### src/rtl/vga_mem_arbiter.sv
// Frame-buffer port arbiter: display burst reads (priority) vs. single-word writes, with a read-streak limit.
// Optional ARB_STATS_EN adds burst/write counters with a synchronous clear.
module vga_mem_arbiter #(
    parameter int ADDR_W        = 25,
    parameter int DATA_W        = 32,
    parameter int BURST_LEN     = 8,
    parameter int BURST_W       = 4,
    parameter int MAX_RD_STREAK = 4
) (
    input  logic               clock_50,
    input  logic               reset_n,
    input  logic               rd_req,
    input  logic [ADDR_W-1:0]  rd_addr,
    output logic               rd_grant,
    output logic [DATA_W-1:0]  rd_data,
    output logic               rd_valid,
    output logic               rd_done,
    input  logic               wr_req,
    input  logic [ADDR_W-1:0]  wr_addr,
    input  logic [DATA_W-1:0]  wr_data,
    output logic               wr_ack,
    output logic               busy,
    output logic [ADDR_W-1:0]  mem_address,
    output logic               mem_read,
    output logic               mem_write,
    output logic [DATA_W-1:0]  mem_writedata,
    output logic [BURST_W-1:0] mem_burstcount,
    input  logic               mem_waitrequest,
    input  logic [DATA_W-1:0]  mem_readdata,
    input  logic               mem_readdatavalid
`ifdef ARB_STATS_EN
    ,
    input  logic               stat_clear,
    output logic [31:0]        stat_rd_bursts,
    output logic [31:0]        stat_wr_words
`endif
);

    localparam int BEAT_W   = $clog2(BURST_LEN + 1);
    localparam int STREAK_W = $clog2(MAX_RD_STREAK + 1);

    typedef enum logic [1:0] {IDLE, RD_CMD, RD_DATA, WR_CMD} state_t;

    state_t              state_reg;
    logic [BEAT_W-1:0]   beat_reg;
    logic [STREAK_W-1:0] streak_reg;
    logic                wr_pending;
    logic                rd_wins;

    // A write still asserting wr_req during its own ack cycle is the finished request, not a new one.
    assign wr_pending = wr_req && !wr_ack;
    assign rd_wins    = rd_req && (!wr_pending || (streak_reg < STREAK_W'(MAX_RD_STREAK)));
    assign busy       = (state_reg != IDLE);

    always_ff @(posedge clock_50 or negedge reset_n) begin
        if (!reset_n) begin
            state_reg      <= IDLE;
            beat_reg       <= '0;
            streak_reg     <= '0;
            rd_grant       <= 1'b0;
            rd_data        <= '0;
            rd_valid       <= 1'b0;
            rd_done        <= 1'b0;
            wr_ack         <= 1'b0;
            mem_address    <= '0;
            mem_read       <= 1'b0;
            mem_write      <= 1'b0;
            mem_writedata  <= '0;
            mem_burstcount <= '0;
        end else begin
            rd_grant <= 1'b0;
            rd_valid <= 1'b0;
            rd_done  <= 1'b0;
            wr_ack   <= 1'b0;
            case (state_reg)
                IDLE: begin
                    if (rd_wins) begin
                        mem_address    <= rd_addr;
                        mem_read       <= 1'b1;
                        mem_burstcount <= BURST_W'(BURST_LEN);
                        state_reg      <= RD_CMD;
                    end else if (wr_pending) begin
                        mem_address    <= wr_addr;
                        mem_writedata  <= wr_data;
                        mem_write      <= 1'b1;
                        mem_burstcount <= BURST_W'(1);
                        state_reg      <= WR_CMD;
                    end
                end
                RD_CMD: begin
                    if (!mem_waitrequest) begin
                        mem_read  <= 1'b0;
                        rd_grant  <= 1'b1;
                        beat_reg  <= '0;
                        state_reg <= RD_DATA;
                        if (streak_reg < STREAK_W'(MAX_RD_STREAK))
                            streak_reg <= streak_reg + STREAK_W'(1);
                    end
                end
                RD_DATA: begin
                    if (mem_readdatavalid) begin
                        rd_valid <= 1'b1;
                        rd_data  <= mem_readdata;
                        beat_reg <= beat_reg + BEAT_W'(1);
                        if (beat_reg == BEAT_W'(BURST_LEN - 1)) begin
                            rd_done   <= 1'b1;
                            state_reg <= IDLE;
                        end
                    end
                end
                WR_CMD: begin
                    if (!mem_waitrequest) begin
                        mem_write  <= 1'b0;
                        wr_ack     <= 1'b1;
                        streak_reg <= '0;
                        state_reg  <= IDLE;
                    end
                end
                default: state_reg <= IDLE;
            endcase
        end
    end

`ifdef ARB_STATS_EN
    always_ff @(posedge clock_50 or negedge reset_n) begin
        if (!reset_n) begin
            stat_rd_bursts <= '0;
            stat_wr_words  <= '0;
        end else if (stat_clear) begin
            stat_rd_bursts <= '0;
            stat_wr_words  <= '0;
        end else begin
            if (rd_done) stat_rd_bursts <= stat_rd_bursts + 32'd1;
            if (wr_ack)  stat_wr_words  <= stat_wr_words + 32'd1;
        end
    end
`endif

endmodule
### config.mk
export PLATFORM = sky130hd
export DESIGN_NAME = vga_mem_arbiter
export DESIGN_NICKNAME = d
export VERILOG_FILES = /design/src/rtl/vga_mem_arbiter.sv
export SDC_FILE = /design/constraint.sdc
export NUM_CORES = 1
export LEC_CHECK = 0
export CORE_MARGIN = 2
export CORE_UTILIZATION = 43
export DETAILED_ROUTE_END_ITERATION = 10
export HOLD_SLACK_MARGIN = 0.12
export PLACE_DENSITY = 0.95
export SLEW_MARGIN = 40
export SYNTH_ARGS = -nofsm -noshare
export SYNTH_HDL_FRONTEND = slang
export SYNTH_SLANG_ARGS = --single-unit
### constraint.sdc
create_clock -name clock_50 -period 4.27 [get_ports clock_50]
set_input_delay 1.281 -clock clock_50 [delete_from_list [all_inputs] [get_ports clock_50]]
set_output_delay 1.281 -clock clock_50 [all_outputs]
set_load 0.02 [all_outputs]
==> impl_metrics.tcl <==
set metrics [dict create \
    final_util 0.6998 \
    worstPathArrival_ns 1.98 \
    status "complete, no violations" \
    wl_per_cell_um 18.39 \
    clkTransAtPathRegs_ns 0.09 \
    layout-drive-gt1-share 0.1832 \
    cts.htree.levels 3 \
    hold_viol 0 \
    die_area_um2 11090 \
    required_ns 2.99 \
    grt_usage 0.2204 \
    finalInstanceArea_um2 6903 \
    grt_pass1_vias 3703 \
    wl_um 12290 \
    gp_congestion 0.7752 \
    synth_area_per_cell_um2 13.79 \
    timing.rr.start "state_reg[1]$_DFFE_PN0P_" \
    hpwlAfterDp_um 9265 \
    setup_violations 0 \
    synth_seq_area_share 0.6012 \
    r2r_end "mem_writedata[15]$_DFFE_PN0P_" \
    die_y_um 105.3 \
    root_buffer "clkbuf_8" \
    max-vdd-ir-drop_mv 0.3568 \
    ys_seq_elements 106 \
    leakage_nw 2.948 \
    syn_to_final_growth_pct 56.47 \
    drtPass1Iterations 4 \
    numCtsBuffers 9 \
    skew_ns 0.008977 \
    slowest_stage "dfrtp_1" \
    cts.path.max_buffers 2 \
    min_to "mem_burstcount[0]$_DFFE_PN0P_" \
    crit_path_max_incr_delay_ns 0.55 \
    max_slew.worst_pin.slew_ns 0.6451 \
    rr_worst_depth 4 \
    crit_type "flip-flop to output pin" \
    crit_chain "nor2_2 -> inv_1 -> clkdlybuf4s50_1" \
    dpl-instance-area_um2 6650 \
    cp_num_cells 3 \
    synth_edf_count 0 \
    yosys-top-cells-area "dfrtp_1 60%, mux2_2 16%, a221o_1 3.9%, and3_1 2.6%, o221a_2 2.0%" \
    layout.nets 654 \
    num_io_pins 220 \
    route.detailed.drc 0 \
    grt_pass1_wl_um 19380 \
    cts_resized 0 \
    yosysMostFrequentCell "dfrtp_1" \
    cp_num_buf_inv 2 \
    p_per_area_nw_per_um2 743.6 \
    syn_inst 320 \
    post-route-min-period_ns 3.261 \
    synth_commonest_cells "106 x dfrtp_1, 64 x mux2_2, 18 x and3_1" \
    fp-row-count 36 \
    grt_max_degree 48 \
    fin_crit_sh 0.7636 \
    coreArea_um2 9864 \
    routed_via_density 5.171 \
    end_kind "output pin" \
    largestRegisters "mem_writedata (32), rd_data (32), mem_address (25)" \
    ys.warnings.count 0 \
    vias 3454 \
    r2r_slack_ns 1.87 \
    cp-start-kind "flip-flop" \
    ys_types 41 \
    start_util 0.4472 \
    diodes 0 \
    cts_sinks 106 \
    port_buffers 217 \
    min-delay-start "mem_burstcount[0]$_DFFE_PN0P_" \
    die_x_um 105.3 \
    overflow 0 \
    fin_tns_setup_ns 0 \
    cts_hold_buf 0 \
    cts_post_setup_buffers_inserted 0 \
    cts_tree "yes" \
    critPathTopFamily "buffers and inverters" \
    synth_top_area_cell "dfrtp_1" \
    rsz0062_at_grt "no" \
    synth_top_area_share 0.6012 \
    async_flop_share 1.000 \
    path_max_fanout 13 \
    slew_headroom 0.5694 \
    cap_viol_max_count 0 \
    antenna_found_initial 0 \
    synth_flop_cell "dfrtp_1" \
    final_cells 668 \
    p_total_mw 5.133 \
    hold_depth 1 \
    ant_nets 0 \
    drv_slew 0 \
    synth_area_um2 4412 \
    place_inst 654 \
    first_iter_violations 165 \
    fmax_ghz 0.3067 \
    hold_class "flip-flop to flip-flop" \
    clock_latency_ns 0.35 \
]
[stage by stage]
stage | worst slack, ns | hold slack (ns)
after floorplan | 1.919 | 0.4429
after global placement | 0.8792 | 0.4643
after detailed placement | 0.8467 | 0.4691
after CTS | 1.006 | 0.4949
after global routing | 0.8850 | 0.5196
final | 1.009 | 0.4931
[how the worst max path moves through the flow]
| stage | slack (ns) | start | to |
|---|---|---|---|
| 2_1_floorplan | 1.92 | wr_req | mem_writedata[10]$_DFFE_PN0P_ |
| 3_3_place_gp | 0.88 | wr_req | mem_writedata[21]$_DFFE_PN0P_ |
| 3_5_place_dp | 0.85 | wr_req | mem_writedata[29]$_DFFE_PN0P_ |
| 4_1_cts | 1.01 | state_reg[1]$_DFFE_PN0P_ | busy |
| 5_1_grt | 0.89 | state_reg[1]$_DFFE_PN0P_ | busy |
| 6_report | 1.01 | state_reg[1]$_DFFE_PN0P_ | busy |
[area by class of cell]
cell class,instances,area [um2]
multi-input cells,184,1570
repair buffers,224,2235
clock inverters,5,128.9
fillers,674,2962
inverters,7,26.28
well taps,133,166.4
flip-flops and latches,106,2653
clock buffers,9,123.9
[worst register-to-register path, stage by stage (launching register included)]
cell	delay [ns]
dfrtp_1	0.55
nor2_2	0.45
and3_2	0.66
buf_12	0.26
mux2_2	0.37
[layer usage]
metal	global-route usage	vias up	wire, um
li1	-	1590	-
met1	0.2558	1703	4684
met2	0.3949	139	6530
met3	0.05195	22	795
met4	0.08000	0	277
met5	0	-	0
[cells in the final DEF (no fill, tap or decap), types with 2 or more instances in the layout]
master,count
nand2_1,15
dfrtp_1,106
nor2b_1,3
a2bb2oi_1,8
nand3b_1,2
ha_1,2
conb_1,2
o221a_2,8
o21ai_0,13
inv_1,7
and3_1,17
a21oi_1,4
clkdlybuf4s50_1,216
mux2_2,64
clkbuf_8,9
buf_4,7
a221o_1,17
bufinv_16,4
nand2b_1,2
nor2_1,5
[cell families (layout without fill, tap and decap cells)]
group                      after synthesis  in the layout  synth area share
muxes                                   65             65            0.1656
and+or+nand+nor                         54             54           0.06949
DFF                                    106            106            0.6012
buffers and inverters                   31            245           0.04396
adders and majority gates                2              2          0.005671
xor gates and xnor gates                 1              1          0.001986
other                                    1              2         0.0008500
AOI/OAI and AO/OA                       60             60            0.1112
[report_power, final]
part | leakage (nW) | switching, mW | internal, mW
clock | 0.125 | 0.325 | 0.444
combinational | 1.55 | 1.19 | 1.37
sequential | 1.28 | 0.316 | 1.49
total | 2.95 | 1.83 | 3.30
(Power assumes the default switching activity.)
